===== src/rtl/ahb_lite_fir_slave_if.sv =====
// AHB-Lite bus bundle between the bus master and the FIR filter slave.
// The master modport drives the address/control/write-data signals.
// The slave modport returns read data, hready and hresp.
interface ahb_lite_fir_slave_if;
  logic        hsel;
  logic [3:0]  haddr;
  logic [1:0]  htrans;
  logic [1:0]  hsize;
  logic        hwrite;
  logic [15:0] hwdata;
  logic [15:0] hrdata;
  logic        hready;
  logic        hresp;

  modport master (
    output hsel, haddr, htrans, hsize, hwrite, hwdata,
    input  hrdata, hready, hresp
  );

  modport slave (
    input  hsel, haddr, htrans, hsize, hwrite, hwdata,
    output hrdata, hready, hresp
  );
endinterface


===== src/rtl/ahb_lite_fir_slave.sv =====
// AHB-Lite slave front end of the FIR filter accelerator.
// The slave holds a register file with these entries:
//   - the sample register
//   - four coefficients
//   - the new-coefficient-set flag
// It drives data_ready to the controller and reads back status and result.
// Optional feature macro: AHB_FIR_ERR_RESP_EN.
//   - When defined, illegal accesses get a two-cycle ERROR response.
//   - An illegal access is a write to 0x0/0x2, or any hsize >= 2.
//   - When undefined, illegal writes are dropped.
//   - When undefined, illegal-size reads return the halfword.
module ahb_lite_fir_slave (
  input  logic                        clk,
  input  logic                        n_rst,
  ahb_lite_fir_slave_if.slave         bus,
  input  logic                        i_modwait,
  input  logic                        i_err,
  input  logic [15:0]                 i_fir_out,
  input  logic [1:0]                  i_coefficient_num,
  input  logic                        i_clear_new_coeff,
  output logic [15:0]                 o_sample_data,
  output logic [15:0]                 o_fir_coefficient,
  output logic                        o_data_ready,
  output logic                        o_new_coefficient_set
);

  // Merge write data into the old value, honouring byte lanes.
  function automatic logic [15:0] merge_lane(input logic [15:0] old_v,
                                             input logic [15:0] wdata,
                                             input logic        is_byte,
                                             input logic        hi_lane);
    if (!is_byte) begin
      merge_lane = wdata;
    end else if (hi_lane) begin
      merge_lane = {wdata[15:8], old_v[7:0]};
    end else begin
      merge_lane = {old_v[15:8], wdata[7:0]};
    end
  endfunction

  // Address-phase capture
  logic              r_valid;
  logic [3:0]        r_addr;
  logic [1:0]        r_size;
  logic              r_write;

  // Register file
  logic [15:0]       r_sample;
  logic [3:0][15:0]  r_coeff;
  logic              r_new_coeff;
  logic              r_data_ready;

  logic              w_active;
  logic              w_addr_accept;
  logic              w_addr_valid;
  logic              w_wr_ok;
  logic              w_is_byte;
  logic              w_sample_wr;
  logic              w_newc_wr;
  logic [2:0]        w_coef_off;
  logic [15:0]       w_newc_merged;
  logic [15:0]       w_rdata;
  logic [15:0]       w_coef_sel;
  logic [15:0]       w_status;

  assign w_active = bus.hsel && bus.htrans[1];

`ifdef AHB_FIR_ERR_RESP_EN
  typedef enum logic [1:0] {
    ST_OK   = 2'd0,
    ST_ERR1 = 2'd1,
    ST_ERR2 = 2'd2
  } err_state_t;

  err_state_t r_state;
  logic       r_hready;
  logic       r_hresp;
  logic       w_illegal;

  assign w_illegal = w_active &&
                     (bus.hsize[1] || (bus.hwrite && (bus.haddr[3:2] == 2'b00)));
  // A new address phase is only taken while the bus is not stalled in ERR1.
  assign w_addr_accept = r_hready;
  assign w_addr_valid  = w_active && !w_illegal;

  // Two-cycle ERROR response FSM with registered hready/hresp.
  always_ff @(posedge clk or negedge n_rst) begin
    if (!n_rst) begin
      r_state  <= ST_OK;
      r_hready <= 1'b1;
      r_hresp  <= 1'b0;
    end else begin
      case (r_state)
        ST_OK, ST_ERR2: begin
          if (w_illegal) begin
            r_state  <= ST_ERR1;
            r_hready <= 1'b0;
            r_hresp  <= 1'b1;
          end else begin
            r_state  <= ST_OK;
            r_hready <= 1'b1;
            r_hresp  <= 1'b0;
          end
        end
        ST_ERR1: begin
          r_state  <= ST_ERR2;
          r_hready <= 1'b1;
          r_hresp  <= 1'b1;
        end
        default: begin
          r_state  <= ST_OK;
          r_hready <= 1'b1;
          r_hresp  <= 1'b0;
        end
      endcase
    end
  end

  assign bus.hready = r_hready;
  assign bus.hresp  = r_hresp;
`else
  assign w_addr_accept = 1'b1;
  assign w_addr_valid  = w_active;
  assign bus.hready    = 1'b1;
  assign bus.hresp     = 1'b0;
`endif

  // Capture the address phase; a stalled bus leaves no transfer pending.
  always_ff @(posedge clk or negedge n_rst) begin
    if (!n_rst) begin
      r_valid <= 1'b0;
      r_addr  <= 4'h0;
      r_size  <= 2'b00;
      r_write <= 1'b0;
    end else if (w_addr_accept) begin
      r_valid <= w_addr_valid;
      r_addr  <= bus.haddr;
      r_size  <= bus.hsize;
      r_write <= bus.hwrite;
    end else begin
      r_valid <= 1'b0;
    end
  end

  // Only legal sizes to writable addresses commit; everything else is dropped.
  assign w_wr_ok       = r_valid && r_write && !r_size[1] && (r_addr[3:2] != 2'b00);
  assign w_is_byte     = (r_size == 2'b00);
  assign w_sample_wr   = w_wr_ok && (r_addr[3:1] == 3'd2);
  assign w_newc_wr     = w_wr_ok && (r_addr[3:1] == 3'd7);
  assign w_coef_off    = r_addr[3:1] - 3'd3;
  assign w_newc_merged = merge_lane({15'h0000, r_new_coeff}, bus.hwdata, w_is_byte, r_addr[0]);

  // Commit data-phase writes to the sample and coefficient registers.
  always_ff @(posedge clk or negedge n_rst) begin
    if (!n_rst) begin
      r_sample <= 16'h0000;
      r_coeff  <= {4{16'h0000}};
    end else if (w_wr_ok) begin
      case (r_addr[3:1])
        3'd2:    r_sample <= merge_lane(r_sample, bus.hwdata, w_is_byte, r_addr[0]);
        3'd3, 3'd4, 3'd5, 3'd6:
                 r_coeff[w_coef_off[1:0]] <= merge_lane(r_coeff[w_coef_off[1:0]],
                                                         bus.hwdata, w_is_byte, r_addr[0]);
        default: r_sample <= r_sample;
      endcase
    end else begin
      r_sample <= r_sample;
    end
  end

  // Sample handshake: a sample write wins over the controller's clear.
  always_ff @(posedge clk or negedge n_rst) begin
    if (!n_rst) begin
      r_data_ready <= 1'b0;
    end else if (w_sample_wr) begin
      r_data_ready <= 1'b1;
    end else if (r_data_ready && i_modwait) begin
      r_data_ready <= 1'b0;
    end else begin
      r_data_ready <= r_data_ready;
    end
  end

  // New-coefficient-set flag: a bus write wins over the loader's clear.
  always_ff @(posedge clk or negedge n_rst) begin
    if (!n_rst) begin
      r_new_coeff <= 1'b0;
    end else if (w_newc_wr) begin
      r_new_coeff <= w_newc_merged[0];
    end else if (i_clear_new_coeff) begin
      r_new_coeff <= 1'b0;
    end else begin
      r_new_coeff <= r_new_coeff;
    end
  end

  assign w_status = {7'h00, i_err, 7'h00, (i_modwait | r_data_ready | r_new_coeff)};

  // Read mux: full halfword at the even address, zero outside a valid read.
  always_comb begin
    w_rdata = 16'h0000;
    if (r_valid && !r_write) begin
      case (r_addr[3:1])
        3'd0:    w_rdata = w_status;
        3'd1:    w_rdata = i_fir_out;
        3'd2:    w_rdata = r_sample;
        3'd3:    w_rdata = r_coeff[0];
        3'd4:    w_rdata = r_coeff[1];
        3'd5:    w_rdata = r_coeff[2];
        3'd6:    w_rdata = r_coeff[3];
        3'd7:    w_rdata = {15'h0000, r_new_coeff};
        default: w_rdata = 16'h0000;
      endcase
    end else begin
      w_rdata = 16'h0000;
    end
  end

  // Coefficient selected by the loader.
  always_comb begin
    w_coef_sel = 16'h0000;
    case (i_coefficient_num)
      2'd0:    w_coef_sel = r_coeff[0];
      2'd1:    w_coef_sel = r_coeff[1];
      2'd2:    w_coef_sel = r_coeff[2];
      2'd3:    w_coef_sel = r_coeff[3];
      default: w_coef_sel = 16'h0000;
    endcase
  end

  assign bus.hrdata            = w_rdata;
  assign o_sample_data         = r_sample;
  assign o_fir_coefficient     = w_coef_sel;
  assign o_data_ready          = r_data_ready;
  assign o_new_coefficient_set = r_new_coeff;

endmodule


===== src/flat_wrapper.sv =====
// flat-port wrapper written by rule: the top's interface ports become plain ports
module ahb_lite_fir_slave_flat 
  (clk, n_rst, i_modwait, i_err, i_fir_out, i_coefficient_num, i_clear_new_coeff, o_sample_data, o_fir_coefficient, o_data_ready, o_new_coefficient_set, bus_hsel, bus_haddr, bus_htrans, bus_hsize, bus_hwrite, bus_hwdata, bus_hrdata, bus_hready, bus_hresp);
  ahb_lite_fir_slave_if bus_i ();
  input  logic clk;
  input  logic n_rst;
  input  logic i_modwait;
  input  logic i_err;
  input  logic [15:0] i_fir_out;
  input  logic [1:0] i_coefficient_num;
  input  logic i_clear_new_coeff;
  output logic [15:0] o_sample_data;
  output logic [15:0] o_fir_coefficient;
  output logic o_data_ready;
  output logic o_new_coefficient_set;
  input wire logic [$bits(bus_i.hsel)-1:0] bus_hsel;
  input wire logic [$bits(bus_i.haddr)-1:0] bus_haddr;
  input wire logic [$bits(bus_i.htrans)-1:0] bus_htrans;
  input wire logic [$bits(bus_i.hsize)-1:0] bus_hsize;
  input wire logic [$bits(bus_i.hwrite)-1:0] bus_hwrite;
  input wire logic [$bits(bus_i.hwdata)-1:0] bus_hwdata;
  output wire logic [$bits(bus_i.hrdata)-1:0] bus_hrdata;
  output wire logic [$bits(bus_i.hready)-1:0] bus_hready;
  output wire logic [$bits(bus_i.hresp)-1:0] bus_hresp;
  assign bus_i.hsel = bus_hsel;
  assign bus_i.haddr = bus_haddr;
  assign bus_i.htrans = bus_htrans;
  assign bus_i.hsize = bus_hsize;
  assign bus_i.hwrite = bus_hwrite;
  assign bus_i.hwdata = bus_hwdata;
  assign bus_hrdata = bus_i.hrdata;
  assign bus_hready = bus_i.hready;
  assign bus_hresp = bus_i.hresp;
  ahb_lite_fir_slave u_core (.clk(clk), .n_rst(n_rst), .bus(bus_i), .i_modwait(i_modwait), .i_err(i_err), .i_fir_out(i_fir_out), .i_coefficient_num(i_coefficient_num), .i_clear_new_coeff(i_clear_new_coeff), .o_sample_data(o_sample_data), .o_fir_coefficient(o_fir_coefficient), .o_data_ready(o_data_ready), .o_new_coefficient_set(o_new_coefficient_set));
endmodule

===== config.mk =====
export PLATFORM = sky130hd
export DESIGN_NAME = ahb_lite_fir_slave_flat
export DESIGN_NICKNAME = d
export VERILOG_FILES = /design/src/rtl/ahb_lite_fir_slave_if.sv /design/src/rtl/ahb_lite_fir_slave.sv /design/src/flat_wrapper.sv
export SDC_FILE = /design/constraint.sdc
export NUM_CORES = 1
export LEC_CHECK = 0
export ABC_AREA = 1
export ABC_CLOCK_PERIOD_IN_PS = 3900
export BUFFER_PORTS_ARGS = -buffer_cell sky130_fd_sc_hd__buf_2
export CAP_MARGIN = 40
export CORE_MARGIN = 1.5
export CORE_UTILIZATION = 40
export CTS_BUF_LIST = sky130_fd_sc_hd__clkbuf_8 sky130_fd_sc_hd__clkbuf_16
export DETAILED_ROUTE_END_ITERATION = 8
export PLACE_DENSITY = 0.67
export SLEW_MARGIN = 20
export SYNTH_ARGS = -nofsm -noshare
export SYNTH_HDL_FRONTEND = slang
export SYNTH_SLANG_ARGS = --single-unit

===== constraint.sdc =====
create_clock -name clk -period 3.9 [get_ports clk]
set_clock_uncertainty 0.2 [all_clocks]
set_input_delay 0.975 -clock clk [delete_from_list [all_inputs] [get_ports clk]]
set_output_delay 0.975 -clock clk [all_outputs]
set_load 0.01 [all_outputs]

[Yosys cells after proc, flatten, opt, wreduce, memory -nomap -nowiden]
Cells that the tools add are included.
Storage, ports and cells
  register bits after elaboration: 90
  input bits: 49
  output and inout bits: 52
  logic and storage cells: 72
Operators by class
  $add $sub $neg: 1
  $lt $le $gt $ge: 2
  eq/ne operators: 13
  mux-type cells: 20
  bitwise logic cells: 2
  reduce and logical (&&, ||, !) cells: 22
Operator list (count)
  2-to-1 mux 16 bit: 9
  case mux 16 bit (8 select lines): 1
  bitwise mux 64 bit: 1
  case mux 16 bit (4 select lines): 1
  binary-select mux 16 bit (select 2 bit): 1
  demux 16 bit (select 2 bit): 1
  == test 3 bit, second input constant: 4
  logical AND 1 bit: 9
  == test 3 x 2 -> 1 bit, second input constant: 2
  2-to-1 mux 1 bit: 6
  AND reduction 3 bit: 2
  nonzero test 2 bit: 3
  == test 2 bit, second input constant: 2
  logical NOT 2 bit: 2
  AND reduction 2 bit: 2
  OR reduction 4 bit: 1
  == test 3 x 1 -> 1 bit, second input constant: 1
  logical NOT 3 bit: 1
  < comparator 2 x 3 -> 1 bit, second input constant: 1
  != test 3 bit, second input constant: 1
  == test 2 x 1 -> 1 bit, second input constant: 1
  >= comparator 2 x 1 -> 1 bit, second input constant: 1
  logical NOT 1 bit: 2
  != test 2 x 1 -> 1 bit, second input constant: 1
  other kinds (3): 4

[Depth between registers and ports, before layout]
  word-level depth: 8
  mapped depth: 13
  depth with buffers taken out: 10

[Worst setup path after synthesis]
No wires, ideal clock.
  kind: reg2out
  start point: register u_core.r_addr[1]
  end point: output bus_hrdata[8]
  arrival time: 1.902 ns
  required time: 2.725 ns
  setup slack: 0.823 ns
  stages on the path, launching flop included: 12
  buffers on the path: 3
  cells stage by stage: dfrtp_1 -> buf_2 -> inv_1 -> buf_2 -> ha_1 -> nand2_1 -> inv_1 -> buf_2 -> nand2_1 -> o21ai_0 -> nor2_1 -> a21oi_1
On the way
  cells in the longest elaborated chain, start to end: 3
  elaborated cells between the ends (all ways): 10
  those cells by class: eq/ne (7); mux (2); reduce/logical (1)
Ends and longest elaborated chain
  start: declaration: line ahb_lite_fir_slave.sv:43  | logic [3:0] r_addr;
  start signal: assignment: line ahb_lite_fir_slave.sv:137  | r_addr <= bus.haddr;
  == test 3 bit (tied with other cells): line ahb_lite_fir_slave.sv:203  | case (r_addr[3:1])
  case mux 16 bit (8 select lines) *: line ahb_lite_fir_slave.sv:203
  2-to-1 mux 16 bit *: line ahb_lite_fir_slave.sv:202  | if (r_valid && !r_write) begin
  end: declaration: line flat_wrapper.sv:22  | output wire logic [$bits(bus_i.hrdata)-1:0] bus_hrdata;
Every way passes the cells marked *; elsewhere a longest branch is shown, timed or not.

[Final worst setup path]
  start point: register u_core.r_addr[1]
  end point: output bus_hrdata[5]
Same word-level chain as after synthesis.

==> out/qor.txt <==
WHS Endpoint -> u_core.o_sample_data[15]$_DFFE_PN0P_
Synth Register Bits -> 90
Cell Area, Synth -> 0.00591 mm2
Area leader, netlist -> dfrtp_1
Power density over the cells -> 416 mW/mm2
Initial detailed-routing violation count -> 532
Clk_lat worst skew -> 0.35 ns
CP cell instances -> inv_1 > buf_4 > ha_1 > nand2_4 > o211ai_1 > nor2_1 > nor2_1 > buf_2
Fillers -> 1516
Die width -> 125 um
Syn Nets -> 905
Final Worst Setup Slack -> 0.174 ns
Total grt overflow -> 0
Diode count -> 0
Top cell by count, worst path -> nor2_1
Final ANT Viol Nets -> 0
Overall routing resource usage -> 24.9%
Status -> complete, no violations
Ports -> 101
Syn. warnings -> 0
Largest net degree at the start of global routing -> 43
Vias in the first global route -> 5509
Die area -> 0.0155 mm2
Drt total wl -> 19.2 mm
Die height -> 125 um
Synth async-reset ratio -> 100%
Critical path buffers and inverters -> 3
Via count -> 5821
Initial antenna violation count -> 0
First-pass GRT wire length -> 30.0 mm
Sw Pwr -> 0.000933 W
Element type at the critical path start -> flop
Share of power burned in the clock network -> 32.3%
Clk buf depth -> 2
Critical Path Max Stage Delay -> 0.44 ns
Maximum vdd drop -> 0.231 mV
Critical path's slowest cell -> dfrtp_1
CP Class -> flop to primary output
CP Capture Type -> primary output
DRC viols -> 0
Top FF cell, synth -> dfrtp_1
Avg WL per Cell -> 17.0 um
Effective utilization at floorplan -> 40.8%
Gpl congestion -> 0.872
CP arrival -> 2.55 ns
Critical path data required time -> 2.72 ns
Reg clk slew, reported paths -> 0.07 ns
Count of input and output buffers -> 97
Max cap viols -> 0
CTS H-tree depth -> 3
Period utilisation layout -> 95.5%
HP Class -> flop to flop
Layout cells sized above 1 -> 22.0%
Crit path from -> u_core.r_addr[1]$_DFF_PN0_
R2R Path End -> u_core.r_coeff[26]$_DFFE_PN0P_
P_leak -> 3.73 nW
R2R Setup Slk -> 0.96 ns
Most frequent cells in the layout -> nand2_1, buf_2, dfrtp_1, inv_1, nand3_1
Power Internal -> 0.00189 W
Root Buffer -> clkbuf_16
RR Startpoint -> u_core.r_addr[1]$_DFF_PN0_
Total CTS buffers -> 9
Synth Area per Inst -> 6.94 um2
Fin nets -> 994
Syn Inst Count -> 852
Delay-heaviest family, CP -> buffers and inverters
Hold_sp -> u_core.o_sample_data[15]$_DFFE_PN0P_
RSZ-0062 raised after global routing -> false
Placement Setup Slack -> 0.448 ns
Fin. Hold Viols -> 0
Setup TNS -> 0 ns
Final setup viols -> 0
Area share of the largest cell type after synthesis -> 38.1%
Comb power frac -> 23.9%
Fin. max-slew vios -> 0
Slew margin rel. -> 39.4%
Worst hold slack -> 0.303 ns
Max frequency -> 0.268 GHz
Sequential share of power -> 43.8%
Switching Share -> 33.0%
Number of synthesized flops with an enable pin -> 0
R2R depth -> 9
Sink Count -> 90
CTS tree -> done
Final Critical Period -> 3.73 ns
Via/cell ratio -> 5.16
Largest cells by area after synthesis -> dfrtp_1, nand2_1, inv_1, nand2_2, nand3_1
Rows -> 44
Seq/Total Area, Yosys -> 38.1%
Area Overhead vs Synth -> 15.0%
Crit path max fanout -> 33
Worst Tran Pin Value -> 0.906 ns
Core ar. -> 0.0145 mm2
Most common cell after layout, fill and taps aside -> nand2_1
Distinct cells, synth -> 32
Post-CTS repair timing setup buffer count -> 0
Power consumption -> 0.00283 W
HPWL after DPL -> 12.8 mm
Hold depth -> 2
First drt pass iteration count -> 7
[logic make-up (layout without fill, tap and decap cells)]
family,count (synthesis),count (layout),share of synthesized area (%)
DFF,90,90,38.1
buffers and inverters,121,214,10.2
AOI/OAI and AO/OA,61,61,7.64
other,2,2,0.127
adders and majority gates,4,4,0.847
and+or+nand+nor,574,574,43.1
[Yosys cell counts, types with 3 or more instances]
master	n
a21oi_1	3
buf_12	4
buf_2	12
buf_6	7
clkbuf_1	8
dfrtp_1	90
ha_1	4
inv_1	80
inv_2	4
nand2_1	419
nand2_2	43
nand2_4	5
nand3_1	45
nand3_4	4
nor2_1	37
nor2_4	3
nor3_1	9
nor3_4	4
o2111ai_1	14
o211ai_1	12
o21ai_0	13
o21ai_2	16
o22ai_1	3
[layout make-up]
class | count | area [um2] | area share, %
well taps | 184 | 230 | 3.39
flip-flops and latches | 90 | 2250 | 33.1
multi-input cells | 641 | 3060 | 45.1
repair buffers | 112 | 616 | 9.06
clock buffers | 9 | 225 | 3.31
inverters | 87 | 334 | 4.92
clock inverters | 6 | 76.3 | 1.12
[power groups by stage]
stage          Sequential (W)  Combinational, W  Clock [W]
2_1_floorplan         0.00122          0.000456          0
3_3_place_gp          0.00125          0.000659          0
3_5_place_dp          0.00125          0.000672          0
4_1_cts               0.00123          0.000676   0.000921
5_1_grt               0.00126          0.000762   0.000955
6_report              0.00124          0.000676   0.000913
[worst max-delay path by stage]
stage / end / slack (ns) / cells after the start
final: bus_hrdata[5] / 0.17 / 8
after global routing: bus_hrdata[5] / 0.06 / 8
after CTS: bus_hrdata[5] / 0.09 / 8
after detailed placement: bus_hrdata[14] / 0.45 / 8
after global placement: bus_hrdata[14] / 0.50 / 8
after floorplan: bus_hrdata[8] / 0.82 / 11
[layer usage]
| metal | up-vias | track usage [%] | wire length [um] |
|---|---|---|---|
| met5 | - | 0 | 0 |
| met4 | 0 | 11.2 | 696 |
| met3 | 49 | 3.61 | 1280 |
| met2 | 227 | 38.8 | 8850 |
| met1 | 2731 | 34.4 | 8390 |
| li1 | 2814 | - | - |
[through the flow]
stage                     std cells  cell area (um2)  util (%)
final                          1129             6800      46.9
after global routing           1129             6800      46.9
after CTS                      1129             6790      46.9
after detailed placement       1114             6490      44.8
after global placement         1112             6460      44.6
after floorplan                 852             5910         -
[worst min-delay path, stage by stage, from the launching register on]
cell,delay [ns]
dfrtp_1,0.36
nand2_1,0.07
o21ai_2,0.05
[sequential cells by signal, indices dropped and copies added, names as in the netlist]
register	cells
u_core.r_size	2
u_core.o_sample_data	16
u_core.o_data_ready	1
u_core.r_valid	1
u_core.o_new_coefficient_set	1
u_core.r_coeff	64
u_core.r_addr	4
u_core.r_write	1
[repair_timing]
item                                    CTS  global route
resized for setup                         0             1
hold buffers                              0             0
endpoints found under the setup margin    0             7
hold endpoints to repair                  0             0
No activity file was read; power rests on OpenSTA's default activity.
